[src/rtl/stack_arbiter_pkg.sv]
// Shared encodings and helpers for the stack arbiter and its round-robin picker.
package stack_arbiter_pkg;

    typedef enum logic [1:0] {
        IDLE  = 2'd0,
        ISSUE = 2'd1,
        RESP  = 2'd2
    } state_e;

    localparam logic OP_POP  = 1'b0;
    localparam logic OP_PUSH = 1'b1;

    function automatic int clog2(input int value);
        int r;
        r = 0;
        while ((1 << r) < value) begin
            r = r + 1;
        end
        return r;
    endfunction

endpackage

[src/rtl/stack_arbiter_rr.sv]
// Combinational round-robin picker: the search starts one past last_id_i and wraps.
module rr_arbiter
    import stack_arbiter_pkg::*;
#(
    parameter int NUM_REQ = 4,
    parameter int ID_W    = 2
) (
    input  logic [NUM_REQ-1:0] req_i,
    input  logic [ID_W-1:0]    last_id_i,
    input  logic               en_i,
    output logic [NUM_REQ-1:0] gnt_o,
    output logic [ID_W-1:0]    idx_o,
    output logic               vld_o
);

    logic [ID_W-1:0] cand;

    always_comb begin
        gnt_o = '0;
        idx_o = '0;
        vld_o = 1'b0;
        cand  = '0;
        if (en_i) begin
            // Walk from farthest to nearest so the nearest hit is the one left standing.
            for (int k = NUM_REQ; k >= 1; k--) begin
                cand = ID_W'((int'(last_id_i) + k) % NUM_REQ);
                if (req_i[cand]) begin
                    gnt_o       = '0;
                    gnt_o[cand] = 1'b1;
                    idx_o       = cand;
                    vld_o       = 1'b1;
                end
            end
        end
    end

endmodule

[src/rtl/stack_arbiter.sv]
// Shares one stack between NUM_REQ requesters: one PUSH/POP strobe per grant, response one cycle later.
// Define STACK_ARB_ERR_EN to report rejected ops (full push / empty pop) through RSP_ERR.
module stack_arbiter
    import stack_arbiter_pkg::*;
#(
    parameter int NUM_REQ    = 4,
    parameter int DATA_WIDTH = 2,
    parameter int ID_W       = (NUM_REQ > 1) ? clog2(NUM_REQ) : 1
) (
    input  logic                          CLK,
    input  logic                          RST_N,
    input  logic [NUM_REQ-1:0]            REQ,
    input  logic [NUM_REQ-1:0]            REQ_OP,
    input  logic [NUM_REQ*DATA_WIDTH-1:0] REQ_DATA,
    output logic [NUM_REQ-1:0]            GNT,
    output logic                          RSP_VALID,
    output logic [ID_W-1:0]               RSP_ID,
    output logic [DATA_WIDTH-1:0]         RSP_DATA,
    output logic                          RSP_ERR,
    output logic                          BUSY,
    output logic                          STK_PUSH,
    output logic                          STK_POP,
    output logic [DATA_WIDTH-1:0]         STK_DATA_IN,
    input  logic [DATA_WIDTH-1:0]         STK_DATA_OUT,
    input  logic                          STK_FULL,
    input  logic                          STK_EMPTY
);

    state_e                state_q, state_d;
    logic [ID_W-1:0]       cur_id_q, cur_id_d;
    logic [ID_W-1:0]       last_id_q, last_id_d;
    logic [NUM_REQ-1:0]    gnt_q, gnt_d;
    logic                  op_q, op_d;
    logic [DATA_WIDTH-1:0] data_q, data_d;
`ifdef STACK_ARB_ERR_EN
    logic                  err_q, err_d;
`endif

    logic                  arb_en, arb_vld;
    logic [NUM_REQ-1:0]    arb_req, arb_gnt;
    logic [ID_W-1:0]       arb_idx;

    assign arb_en  = (state_q == IDLE) || (state_q == RESP);
    // The requester just served may still hold REQ during RESP; keep it out of this round.
    assign arb_req = (state_q == RESP) ? (REQ & ~gnt_q) : REQ;

    rr_arbiter #(
        .NUM_REQ (NUM_REQ),
        .ID_W    (ID_W)
    ) u_rr (
        .req_i     (arb_req),
        .last_id_i (last_id_q),
        .en_i      (arb_en),
        .gnt_o     (arb_gnt),
        .idx_o     (arb_idx),
        .vld_o     (arb_vld)
    );

    always_comb begin
        state_d   = state_q;
        cur_id_d  = cur_id_q;
        last_id_d = last_id_q;
        gnt_d     = gnt_q;
        op_d      = op_q;
        data_d    = data_q;
`ifdef STACK_ARB_ERR_EN
        err_d     = err_q;
`endif
        case (state_q)
            IDLE, RESP: begin
                state_d = IDLE;
                if (arb_vld) begin
                    state_d  = ISSUE;
                    cur_id_d = arb_idx;
                    gnt_d    = arb_gnt;
                    op_d     = REQ_OP[arb_idx];
                    data_d   = REQ_DATA[arb_idx*DATA_WIDTH +: DATA_WIDTH];
                end
            end
            ISSUE: begin
                state_d   = RESP;
                last_id_d = cur_id_q;
`ifdef STACK_ARB_ERR_EN
                err_d     = (op_q == OP_PUSH) ? STK_FULL : STK_EMPTY;
`endif
            end
            default: state_d = IDLE;
        endcase
    end

    always_ff @(posedge CLK or negedge RST_N) begin
        if (!RST_N) begin
            state_q   <= IDLE;
            cur_id_q  <= '0;
            last_id_q <= ID_W'(NUM_REQ - 1);
            gnt_q     <= '0;
`ifdef STACK_ARB_ERR_EN
            err_q     <= 1'b0;
`endif
        end else begin
            state_q   <= state_d;
            cur_id_q  <= cur_id_d;
            last_id_q <= last_id_d;
            gnt_q     <= gnt_d;
`ifdef STACK_ARB_ERR_EN
            err_q     <= err_d;
`endif
        end
    end

    // Payload latches only matter once ISSUE is reached, so they carry no reset.
    always_ff @(posedge CLK) begin
        op_q   <= op_d;
        data_q <= data_d;
    end

    assign BUSY        = (state_q != IDLE);
    assign GNT         = (state_q == ISSUE) ? gnt_q : '0;
    assign STK_PUSH    = (state_q == ISSUE) && (op_q == OP_PUSH) && !STK_FULL;
    assign STK_POP     = (state_q == ISSUE) && (op_q == OP_POP) && !STK_EMPTY;
    assign STK_DATA_IN = STK_PUSH ? data_q : '0;
    assign RSP_VALID   = (state_q == RESP);
    assign RSP_ID      = RSP_VALID ? cur_id_q : '0;

`ifdef STACK_ARB_ERR_EN
    assign RSP_ERR  = RSP_VALID && err_q;
    assign RSP_DATA = (RSP_VALID && !err_q) ? STK_DATA_OUT : '0;
`else
    assign RSP_ERR  = 1'b0;
    assign RSP_DATA = RSP_VALID ? STK_DATA_OUT : '0;
`endif

endmodule

[config.mk]
export PLATFORM = sky130hd
export DESIGN_NAME = stack_arbiter
export DESIGN_NICKNAME = d
export VERILOG_FILES = /design/src/rtl/stack_arbiter_pkg.sv /design/src/rtl/stack_arbiter_rr.sv /design/src/rtl/stack_arbiter.sv
export SDC_FILE = /design/constraint.sdc
export NUM_CORES = 1
export LEC_CHECK = 0
export BUFFER_PORTS_ARGS = -buffer_cell sky130_fd_sc_hd__buf_2
export CAP_MARGIN = 20
export CORE_MARGIN = 10
export CORE_UTILIZATION = 53
export CTS_BUF_LIST = sky130_fd_sc_hd__clkbuf_8
export DETAILED_ROUTE_END_ITERATION = 16
export PLACE_DENSITY = 0.92
export SLEW_MARGIN = 20
export SYNTH_ARGS = -nofsm -noshare
export SYNTH_HDL_FRONTEND = slang
export SYNTH_HIERARCHICAL = 1
export SYNTH_SLANG_ARGS = --single-unit
[constraint.sdc]
create_clock -name CLK -period 3.28 [get_ports CLK]
set_input_delay 0.328 -clock CLK [delete_from_list [all_inputs] [get_ports CLK]]
set_output_delay 0.328 -clock CLK [all_outputs]
set_load 0.01 [all_outputs]
---- Word level (Yosys, flattened, before mapping) ----
Index checks and enable logic that the tools add are counted.
storage, ports and cells
  word-level logic and storage cells ...... 80
  input bits .............................. 22
  output and inout port bits .............. 15
  flip-flop bits (word level) ............. 13
cells by class
  add/sub/neg operators ................... 4
  shift operators ......................... 1
  mux-type cells .......................... 40
  equal/unequal tests ..................... 2
  reduce and logical (&&, ||, !) cells .... 15
  bitwise gates (word level) .............. 3
  magnitude comparators ................... 9
operator list
  operator             number
  $mux 4               7
  $mux 2               8
  $lt 2x3->1 const B   5
  $mux 1               15
  $bmux 1 s2           5
  $demux 1 s2          4
  $ge 2x1->1 const B   4
  $logic_and 1x1->1    8
  $shiftx 8x4->2       1
  $add 2x1->2 const B  2
  $add 2x2->2 const B  2
  $and 4x4->4          1
  $not 4->4            1
  $pmux 2 s2           1
  $eq 2x1->1 const B   1
  $eq 2x2->1 const B   1
  $logic_not 1->1      2
  $logic_not 2->1      1
  $reduce_and 2->1     1
  $reduce_bool 2->1    1
  $reduce_or 2->1      1
  $logic_or 1x1->1     1
  $not 1->1            1

---- Longest topological paths before layout ----
Gate-level depths: netlist (run 1).
  depth after elaboration ................. 12
  gate-level depth with buffers ........... 9
  depth with buffers taken out ............ 6

---- Modules after synthesis ----
The synthesis (run 1) kept the hierarchy.
modules (own cells, without submodules)
  module         instances  cells an instance  seq. area each (um^2)  area each (um^2)
  stack_arbiter  1          50                 342.8                  728.2
  rr_arbiter     1          60                 0.0                    526.8

---- Worst setup path after synthesis (run 1) ----
No wires, ideal clock.
  path type ............................... reg2reg
  start point ............................. reg state_q[1]
  end point ............................... reg data_q[0], data pin
  stages on the path, launching flop included .. 9
  path buffers ............................ 2
  clock period less this slack ............ 2.958 ns
  setup slack ............................. 0.322 ns
  library setup time ...................... 0.273 ns
  data required time ...................... 3.007 ns
  arrival ................................. 2.685 ns
  cell sequence ........................... dfrtp_1 > nor2b_1 > clkbuf_2 > a21boi_0 > mux4_2 > buf_6 > a31oi_1 > o22ai_1 > mux4_1
on the way
  longest elaborated chain between the ends .. 10
  elaborated cells on any way between the ends .. 18
  classes of those cells .................. eq/ne (1); shift (1); mux (14); reduce/logical (2)
ends and longest elaborated chain
  item                          RTL line                source
  from (decl)                   stack_arbiter.sv:29     state_e state_q, state_d;
  from (signal assigned)        stack_arbiter.sv:101    state_q <= state_d;
  $eq 2x2->1 *                  -
  via RSP_VALID                 stack_arbiter.sv:16     output logic RSP_VALID,
  $mux 4 *                      stack_arbiter.sv:45     assign arb_req = (state_q == RESP) ? (REQ & ~gnt_q) : REQ;
  via arb_req[3]                stack_arbiter.sv:40     logic [NUM_REQ-1:0] arb_req, arb_gnt;
  $bmux 1 s2                    stack_arbiter_rr.sv:27  if (req_i[cand]) begin
  $mux 1 (implied by the code)  stack_arbiter_rr.sv:27
  $mux 2 (3 in series)          stack_arbiter_rr.sv:27
  $mux 2 *                      stack_arbiter_rr.sv:27
  $mux 2 *                      stack_arbiter_rr.sv:23  if (en_i) begin
  via arb_idx[0]                stack_arbiter.sv:41     logic [ID_W-1:0] arb_idx;
  $shiftx 8x4->2 *              stack_arbiter.sv:77     data_d = REQ_DATA[arb_idx*DATA_WIDTH +: DATA_WIDTH];
  to (signal assigned)          stack_arbiter.sv:114    data_q <= data_d;
  to (decl)                     stack_arbiter.sv:34     logic [DATA_WIDTH-1:0] data_q, data_d;
The timed path passes the listed nets; every way through them passes the cells marked *. The select of a mux whose other input is x is not followed.
A chain may end at the register's enable or synchronous reset.

---- Final worst setup path (run 1) ----
  start point ............................. reg state_q[1]
  end point ............................... reg data_q[1], data pin
on the way
  longest elaborated chain between the ends .. 10
  elaborated cells on any way between the ends .. 18
  classes of those cells .................. eq/ne (1); shift (1); mux (14); reduce/logical (2)
ends and longest elaborated chain
  item                          RTL line
  $eq 2x2->1 *                  stack_arbiter.sv:45
  $mux 4 *                      stack_arbiter.sv:45
  via arb_req[0]                stack_arbiter.sv:40
  $bmux 1 s2                    stack_arbiter_rr.sv:27
  $mux 1 (implied by the code)  stack_arbiter_rr.sv:27
  $mux 2 (3 in series)          stack_arbiter_rr.sv:27
  $mux 2 *                      stack_arbiter_rr.sv:27
  $mux 2 *                      stack_arbiter_rr.sv:23
  via arb_idx[0]                stack_arbiter.sv:41
  $shiftx 8x4->2 *              stack_arbiter.sv:77
Marked as above.

==> impl_metrics.xml, run 1 <==
<?xml version="1.0" encoding="UTF-8"?>
<metrics>
  <group name="cells_and_area">
    <metric name="final_layout_size_suffix_gt1_share" unit="%">43.5</metric>
    <metric name="fin_util" unit="%">66.6</metric>
    <metric name="number_of_diodes" unit="">0</metric>
    <metric name="design_area" unit="mm^2">0.00149</metric>
    <metric name="syn_to_final_growth" unit="%">18.4</metric>
    <metric name="nNetsFinal" unit="">176</metric>
  </group>
  <group name="job">
    <metric name="max_cap_violations" unit="">0</metric>
  </group>
  <group name="logic_synthesis">
    <metric name="synth-main-ff-cell" unit="">sky130_fd_sc_hd__dfrtp_1</metric>
    <metric name="synthTopCellsByArea" unit="">sky130_fd_sc_hd__dfrtp_1 16%, sky130_fd_sc_hd__mux2_4 9.6%, sky130_fd_sc_hd__mux4_1 8.4%</metric>
    <metric name="synth_nets" unit="">138</metric>
    <metric name="netlist_area" unit="mm^2">0.00125</metric>
    <metric name="synth.top_cells.by_count" unit="">11 x sky130_fd_sc_hd__inv_1, 10 x sky130_fd_sc_hd__and2_1, 8 x sky130_fd_sc_hd__dfrtp_1, 8 x sky130_fd_sc_hd__mux2_4, 7 x sky130_fd_sc_hd__a211oi_1</metric>
    <metric name="asyncSetResetFlopFracSynth" unit="%">76.9</metric>
    <metric name="library_cell_with_the_highest_instance_count_after_synthesis" unit="">sky130_fd_sc_hd__inv_1</metric>
    <metric name="synth_top_area_share" unit="%">16.0</metric>
    <metric name="ys.warnings.count" unit="">6</metric>
    <metric name="synth_area_leader_cell" unit="">sky130_fd_sc_hd__dfrtp_1</metric>
    <metric name="ys_ff_latch" unit="">13</metric>
    <metric name="part_of_the_yosys_area_used_for_sequential_elements" unit="%">27.3</metric>
    <metric name="synthesis.area_per_instance" unit="um^2">11.4</metric>
    <metric name="synth_edf_count" unit="">3</metric>
    <metric name="synth.distinct_cells" unit="">33</metric>
    <metric name="synthesis.instances" unit="">110</metric>
  </group>
  <group name="worst_setup_path">
    <metric name="setup_slack_reg_to_reg" unit="ns">0.18</metric>
    <metric name="startpoint_type" unit="">register</metric>
    <metric name="critPathCaptureType" unit="">register</metric>
    <metric name="path_class" unit="">reg -&gt; reg</metric>
    <metric name="cp_data_arrival_time" unit="ns">3.08</metric>
    <metric name="worst-path-max-fanout" unit="">12</metric>
    <metric name="worstPathRequired" unit="ns">3.26</metric>
  </group>
  <group name="cts">
    <metric name="cts_buffers" unit="">3</metric>
    <metric name="clock_tree_sinks" unit="">13</metric>
    <metric name="cts_max_level" unit="">1</metric>
    <metric name="tritoncts" unit="">yes</metric>
    <metric name="post-cts-setup-buffers" unit="">0</metric>
    <metric name="cts.clk_slew.worst_paths" unit="ns">0.05</metric>
    <metric name="cts_max_path_buffers" unit="">2</metric>
    <metric name="ctsRootBufferMaster" unit="">sky130_fd_sc_hd__clkbuf_8</metric>
    <metric name="clk-insertion-delay-late" unit="ns">0.24</metric>
  </group>
  <group name="sta">
    <metric name="timing.slew.headroom" unit="%">62.6</metric>
    <metric name="fmax" unit="MHz">323</metric>
    <metric name="worst_clock_skew" unit="ns">0.000600</metric>
    <metric name="period_minus_slack" unit="ns">3.10</metric>
    <metric name="total_negative_slack" unit="ns">0</metric>
    <metric name="timing.final.crit_share" unit="%">94.5</metric>
    <metric name="final_max_slew_viol_count" unit="">0</metric>
    <metric name="hold_viol" unit="">0</metric>
    <metric name="finalSetupViolations" unit="">0</metric>
    <metric name="max_slew.worst_pin.slew" unit="ns">0.560</metric>
    <metric name="rsz0062_at_grt" unit="">no</metric>
  </group>
  <group name="pwr">
    <metric name="proportion_of_total_power_due_to_net_switching" unit="%">41.1</metric>
    <metric name="share_seq_of_total_power" unit="%">20.8</metric>
    <metric name="power.share.clock" unit="%">8.4</metric>
    <metric name="power.density" unit="mW/mm^2">1110</metric>
    <metric name="share_comb_of_total_power" unit="%">70.7</metric>
    <metric name="power.switching" unit="uW">675</metric>
    <metric name="irDropWorstVdd" unit="mV">0.546</metric>
    <metric name="leakagePower" unit="uW">0.000731</metric>
    <metric name="p_int" unit="uW">969</metric>
  </group>
  <group name="global_routing">
    <metric name="grt_first_pass_wirelength" unit="um">5130</metric>
    <metric name="grt_pass1_vias" unit="">1108</metric>
    <metric name="grt.total_usage" unit="%">13.7</metric>
    <metric name="initial_antenna_violation_count" unit="">0</metric>
    <metric name="grt_max_degree" unit="">13</metric>
    <metric name="grt_overflow_total" unit="">0</metric>
  </group>
  <group name="routing">
    <metric name="detail_route.iter0.violations" unit="">77</metric>
    <metric name="drt-pass1-iter-count" unit="">5</metric>
    <metric name="antenna_left" unit="">0</metric>
    <metric name="post_drt_wl_per_cell" unit="um">18.4</metric>
    <metric name="drc" unit="">0</metric>
    <metric name="dr_total_vias" unit="">1010</metric>
    <metric name="detail_route.wirelength" unit="um">3230</metric>
    <metric name="post_drt_via_cell_ratio" unit="">5.77</metric>
  </group>
  <group name="placement">
    <metric name="post_dp_cell_area" unit="mm^2">0.00143</metric>
    <metric name="dp_hpwl" unit="um">2500</metric>
    <metric name="numPortBuffers" unit="">35</metric>
    <metric name="routabilityCongestion" unit="">0.837</metric>
  </group>
  <group name="die">
    <metric name="die-height" unit="um">68.7</metric>
    <metric name="design.portCount" unit="">37</metric>
    <metric name="start_util" unit="%">56.2</metric>
    <metric name="design.die.area" unit="mm^2">0.00471</metric>
    <metric name="design.core.area" unit="mm^2">0.00223</metric>
    <metric name="chipWidth" unit="um">68.7</metric>
    <metric name="placementRows" unit="">17</metric>
  </group>
  <group name="run_status">
    <metric name="status" unit="">complete, no violations</metric>
  </group>
  <group name="hold_path">
    <metric name="hold_path_class" unit="">in -&gt; async</metric>
  </group>
</metrics>
## per-stage QoR
stage          setup slack (ns)  cells  power [uW]  hold WS [ns]
2_1_floorplan             0.322    110        1320        0.0324
3_3_place_gp              0.249    170        1420         0.191
3_5_place_dp              0.119    170        1470         0.197
4_1_cts                  0.0830    175        1630         0.470
5_1_grt                  0.0670    175        1770         0.477
6_report                  0.180    175        1640         0.471
## state kept, by name (all words and copies together) (netlist names)
| register | count |
|---|---|
| op_q | 1 |
| gnt_q | 4 |
| data_q | 2 |
| last_id_q | 2 |
| cur_id_q | 2 |
| state_q | 2 |
## path summary, 6_finish.rpt
kind | startpoint | to | cells after the start
max | state_q[1]$_DFF_PN0_ | data_q[1]$_DFFE_PP_ | 7
min | RST_N | state_q[0]$_DFF_PN0_ | 2
max reg2reg | state_q[1]$_DFF_PN0_ | data_q[1]$_DFFE_PP_ | 7
min reg2reg | cur_id_q[1]$_DFFE_PN0P_ | cur_id_q[1]$_DFFE_PN0P_ | 1
max in group asynchronous | RST_N | last_id_q[0]$_DFFE_PN1N_ | 2
min in group CLK | REQ_OP[0] | op_q$_DFFE_PP_ | 2
## per-layer routing
metal  vias to the layer above  routed length [um]  GRT usage (%)
met3                         8                 147           2.25
li1                        481                   -              -
met4                         0                  74           6.28
met2                        40                1740           24.8
met5                         -                   0              0
met1                       481                1260           15.4
## power by group through the flow
stage                     Clock [uW]  Combinational, uW  Sequential, uW
after floorplan                    0               1010             308
after detailed placement           0               1130             343
final                            138               1160             343
after global routing             153               1260             357
after CTS                        141               1140             343
after global placement             0               1080             340
## cells in the final DEF, fill, tap and decap left out, drive strengths merged
| master | instances |
|---|---|
| and4bb | 1 |
| inv | 12 |
| a21oi | 2 |
| and2 | 10 |
| mux4 | 8 |
| or2 | 1 |
| nor3b | 4 |
| o22ai | 1 |
| conb | 1 |
| a21boi | 4 |
| edfxtp | 3 |
| o221ai | 1 |
| nor4 | 2 |
| a311o | 1 |
| a21o | 4 |
| nand3b | 4 |
| buf | 41 |
| mux2i | 2 |
| clkbuf | 3 |
| dfrtp | 8 |
| dfstp | 2 |
| a211oi | 8 |
| dlygate4sd3 | 1 |
| mux2 | 8 |
| a31o | 1 |
| nor2b | 3 |
| nor2 | 3 |
| o21ai | 1 |
| ha | 6 |
| a31oi | 1 |
## layout make-up
class | count | area [um^2]
Clock buffer | 3 | 41.3
Multi-Input combinational cell | 77 | 792
Sequential cell | 13 | 343
Inverter | 11 | 41.3
Clock inverter | 1 | 3.75
Timing Repair Buffer | 42 | 230
Fill cell | 163 | 747
Tap cell | 28 | 35.0
## what timing repair did
item,4_1_cts,5_1_grt
hold buffers,1,0
endpoints found under the setup margin,0,3
resized for setup,0,1
endpoints found under the hold margin,8,0
## critical path, cell delays in order, from the launching register on
cell,delay (ns)
sky130_fd_sc_hd__dfrtp_1,0.42
sky130_fd_sc_hd__nor2b_1,0.31
sky130_fd_sc_hd__buf_4,0.20
sky130_fd_sc_hd__a21boi_0,0.11
sky130_fd_sc_hd__mux4_2,0.62
sky130_fd_sc_hd__a311o_1,0.37
sky130_fd_sc_hd__o22ai_2,0.21
sky130_fd_sc_hd__mux4_1,0.59
## logic make-up after synthesis
| family | Yosys count | share of synthesized area, % |
|---|---|---|
| AO/OA/AOI/OAI | 24 | 14.4 |
| adder cells (fa/ha/maj) | 6 | 5.98 |
| buffers and inverters | 20 | 10.1 |
| flip-flops | 13 | 27.3 |
| multiplexers | 18 | 26.7 |
| other | 1 | 0.299 |
| AND/OR/NAND/NOR | 28 | 15.3 |
No activity file was read; power rests on OpenSTA's default activity.
==> run 2: changes to the inputs <==
--- a/config.mk
+++ b/config.mk
@@ -8,10 +8,9 @@
 export BUFFER_PORTS_ARGS = -buffer_cell sky130_fd_sc_hd__buf_2
 export CAP_MARGIN = 20
 export CORE_MARGIN = 10
-export CORE_UTILIZATION = 53
-export CTS_BUF_LIST = sky130_fd_sc_hd__clkbuf_8
+export CORE_UTILIZATION = 51
 export DETAILED_ROUTE_END_ITERATION = 16
-export PLACE_DENSITY = 0.92
+export PLACE_DENSITY = 0.89
 export SLEW_MARGIN = 20
 export SYNTH_ARGS = -nofsm -noshare
 export SYNTH_HDL_FRONTEND = slang
==> run 2 against run 1 <==
Against the previous run: die area increased by 2.8%; critical path depth decreased by 1; worst setup slack improved by 0.037 ns; non-clock buffer count unchanged; sequential cell count unchanged; design area decreased by 1.7%; wire length decreased by 3.5%; critical endpoint is now data_q[0]$_DFFE_PP_; clock skew increased by 0.0083 ns.
==> impl_metrics.xml, run 2 (synthesized netlist as in run 1, its figures left out) <==
<?xml version="1.0" encoding="UTF-8"?>
<metrics>
  <group name="global_routing">
    <metric name="grt.total_usage" unit="%">12.5</metric>
    <metric name="grt_first_pass_wirelength" unit="um">5230</metric>
    <metric name="grt_overflow_total" unit="">0</metric>
    <metric name="grt_pass1_vias" unit="">1110</metric>
    <metric name="initial_antenna_violation_count" unit="">0</metric>
    <metric name="grt_max_degree" unit="">13</metric>
  </group>
  <group name="cts">
    <metric name="clock_tree_sinks" unit="">13</metric>
    <metric name="cts.clk_slew.worst_paths" unit="ns">0.07</metric>
    <metric name="tritoncts" unit="">yes</metric>
    <metric name="cts_max_level" unit="">1</metric>
    <metric name="post-cts-setup-buffers" unit="">0</metric>
    <metric name="cts_buffers" unit="">3</metric>
    <metric name="ctsRootBufferMaster" unit="">sky130_fd_sc_hd__clkbuf_4</metric>
    <metric name="cts_max_path_buffers" unit="">2</metric>
    <metric name="clk-insertion-delay-late" unit="ns">0.28</metric>
  </group>
  <group name="worst_setup_path">
    <metric name="cp_data_arrival_time" unit="ns">3.08</metric>
    <metric name="critPathCaptureType" unit="">register</metric>
    <metric name="ff2ff_path_depth" unit="">6</metric>
    <metric name="path_class" unit="">reg -&gt; reg</metric>
    <metric name="worstPathRequired" unit="ns">3.30</metric>
    <metric name="startpoint_type" unit="">register</metric>
    <metric name="worst-path-max-fanout" unit="">12</metric>
  </group>
  <group name="cells_and_area">
    <metric name="largest_reg_flops" unit="">4</metric>
    <metric name="final_layout_size_suffix_gt1_share" unit="%">42.9</metric>
    <metric name="nNetsFinal" unit="">176</metric>
    <metric name="final_common_cell" unit="">sky130_fd_sc_hd__buf_2</metric>
    <metric name="largest_register" unit="">gnt_q</metric>
    <metric name="syn_to_final_growth" unit="%">16.5</metric>
    <metric name="number_of_diodes" unit="">0</metric>
    <metric name="final_cells" unit="">175</metric>
    <metric name="final_cell_mix" unit="">35 x sky130_fd_sc_hd__buf_2, 11 x sky130_fd_sc_hd__inv_1, 10 x sky130_fd_sc_hd__and2_1, 8 x sky130_fd_sc_hd__mux2_4, 8 x sky130_fd_sc_hd__dfrtp_1</metric>
  </group>
  <group name="hold_path">
    <metric name="hold_path_class" unit="">in -&gt; reg</metric>
    <metric name="timing.hold.worst_path_depth" unit="">2</metric>
  </group>
  <group name="sta">
    <metric name="worst_slack" unit="ns">0.216</metric>
    <metric name="total_negative_slack" unit="ns">0</metric>
    <metric name="rsz0062_at_grt" unit="">no</metric>
    <metric name="timing.final.crit_share" unit="%">93.4</metric>
    <metric name="hold_viol" unit="">0</metric>
    <metric name="max_slew.worst_pin.slew" unit="ns">0.559</metric>
    <metric name="final_max_slew_viol_count" unit="">0</metric>
    <metric name="timing.slew.headroom" unit="%">62.7</metric>
    <metric name="worst_clock_skew" unit="ns">0.00892</metric>
    <metric name="period_minus_slack" unit="ns">3.06</metric>
    <metric name="finalSetupViolations" unit="">0</metric>
    <metric name="fmax" unit="MHz">326</metric>
  </group>
  <group name="run_status">
    <metric name="status" unit="">complete, no violations</metric>
  </group>
  <group name="pwr">
    <metric name="total_power" unit="uW">1580</metric>
    <metric name="power.density" unit="mW/mm^2">1080</metric>
    <metric name="irDropWorstVdd" unit="mV">0.640</metric>
    <metric name="leakagePower" unit="uW">0.000716</metric>
  </group>
  <group name="die">
    <metric name="placementRows" unit="">17</metric>
    <metric name="chipWidth" unit="um">69.6</metric>
    <metric name="design.portCount" unit="">37</metric>
    <metric name="start_util" unit="%">55.1</metric>
    <metric name="design.die.area" unit="mm^2">0.00484</metric>
    <metric name="design.core.area" unit="mm^2">0.00228</metric>
    <metric name="die-height" unit="um">69.6</metric>
  </group>
  <group name="routing">
    <metric name="detail_route.wirelength" unit="um">3110</metric>
    <metric name="drt-pass1-iter-count" unit="">4</metric>
    <metric name="dr_total_vias" unit="">1010</metric>
    <metric name="drc" unit="">0</metric>
    <metric name="post_drt_via_cell_ratio" unit="">5.77</metric>
    <metric name="detail_route.iter0.violations" unit="">77</metric>
    <metric name="post_drt_wl_per_cell" unit="um">17.8</metric>
    <metric name="antenna_left" unit="">0</metric>
  </group>
  <group name="placement">
    <metric name="numPortBuffers" unit="">35</metric>
    <metric name="dp_hpwl" unit="um">2520</metric>
    <metric name="post-place-cells" unit="">169</metric>
    <metric name="place_ws" unit="ns">0.246</metric>
    <metric name="routabilityCongestion" unit="">0.808</metric>
  </group>
  <group name="job">
    <metric name="max_cap_violations" unit="">0</metric>
  </group>
</metrics>
run 2: repair_timing:
| item | CTS | global route |
|---|---|---|
| endpoints found under the hold margin | 8 | 0 |
| hold buffers | 1 | 0 |
| resized for setup | 0 | 0 |
run 2: layer usage:
| metal | track usage [%] | wire (um) |
|---|---|---|
| met3 | 2.43 | 179 |
| met4 | 3.33 | 52 |
| met5 | 0 | 0 |
| met1 | 13.6 | 1190 |
| met2 | 23.5 | 1690 |
run 2: critical path, stage by stage, from the launching register on:
cell and delay, ns:
sky130_fd_sc_hd__dfrtp_1 0.45, sky130_fd_sc_hd__nor2b_1 0.29, sky130_fd_sc_hd__a21boi_0 0.17, sky130_fd_sc_hd__mux4_2 0.63
sky130_fd_sc_hd__a311o_1 0.36, sky130_fd_sc_hd__o22ai_1 0.31, sky130_fd_sc_hd__mux4_1 0.59
run 2: where the power goes:
group,total (uW),internal [uW],switching (uW)
Sequential,349,260,88.6
Clock,101,47.2,53.6
Combinational,1130,618,513
Total,1580,926,655
run 2: final timing paths:
kind / to / start / slack, ns
worst max-delay path: data_q[0]$_DFFE_PP_ / state_q[1]$_DFF_PN0_ / 0.22
worst min-delay path: op_q$_DFFE_PP_ / REQ_OP[3] / 0.42
worst max register to register: data_q[0]$_DFFE_PP_ / state_q[1]$_DFF_PN0_ / 0.22
worst min register to register: last_id_q[1]$_DFFE_PN1N_ / cur_id_q[1]$_DFFE_PN0P_ / 0.54
max in group asynchronous: last_id_q[0]$_DFFE_PN1N_ / RST_N / 2.58
min in group asynchronous: gnt_q[1]$_DFFE_PN0P_ / RST_N / 0.43
run 2: metrics by stage:
step	utilization, %	hold slack (ns)	instance area (um^2)
after floorplan	-	0.0324	1250
after global placement	62.3	0.191	1420
final	64.2	0.423	1460
after CTS	63.9	0.419	1450
after global routing	64.2	0.420	1460
after detailed placement	62.3	0.197	1420
run 2: cell type report:
class / instances / area (um^2)
Sequential cell: 13 / 343
Tap cell: 28 / 35.0
Timing Repair Buffer: 42 / 230
Clock buffer: 4 / 26.3
Fill cell: 167 / 815
Inverter: 11 / 41.3
Multi-Input combinational cell: 77 / 786
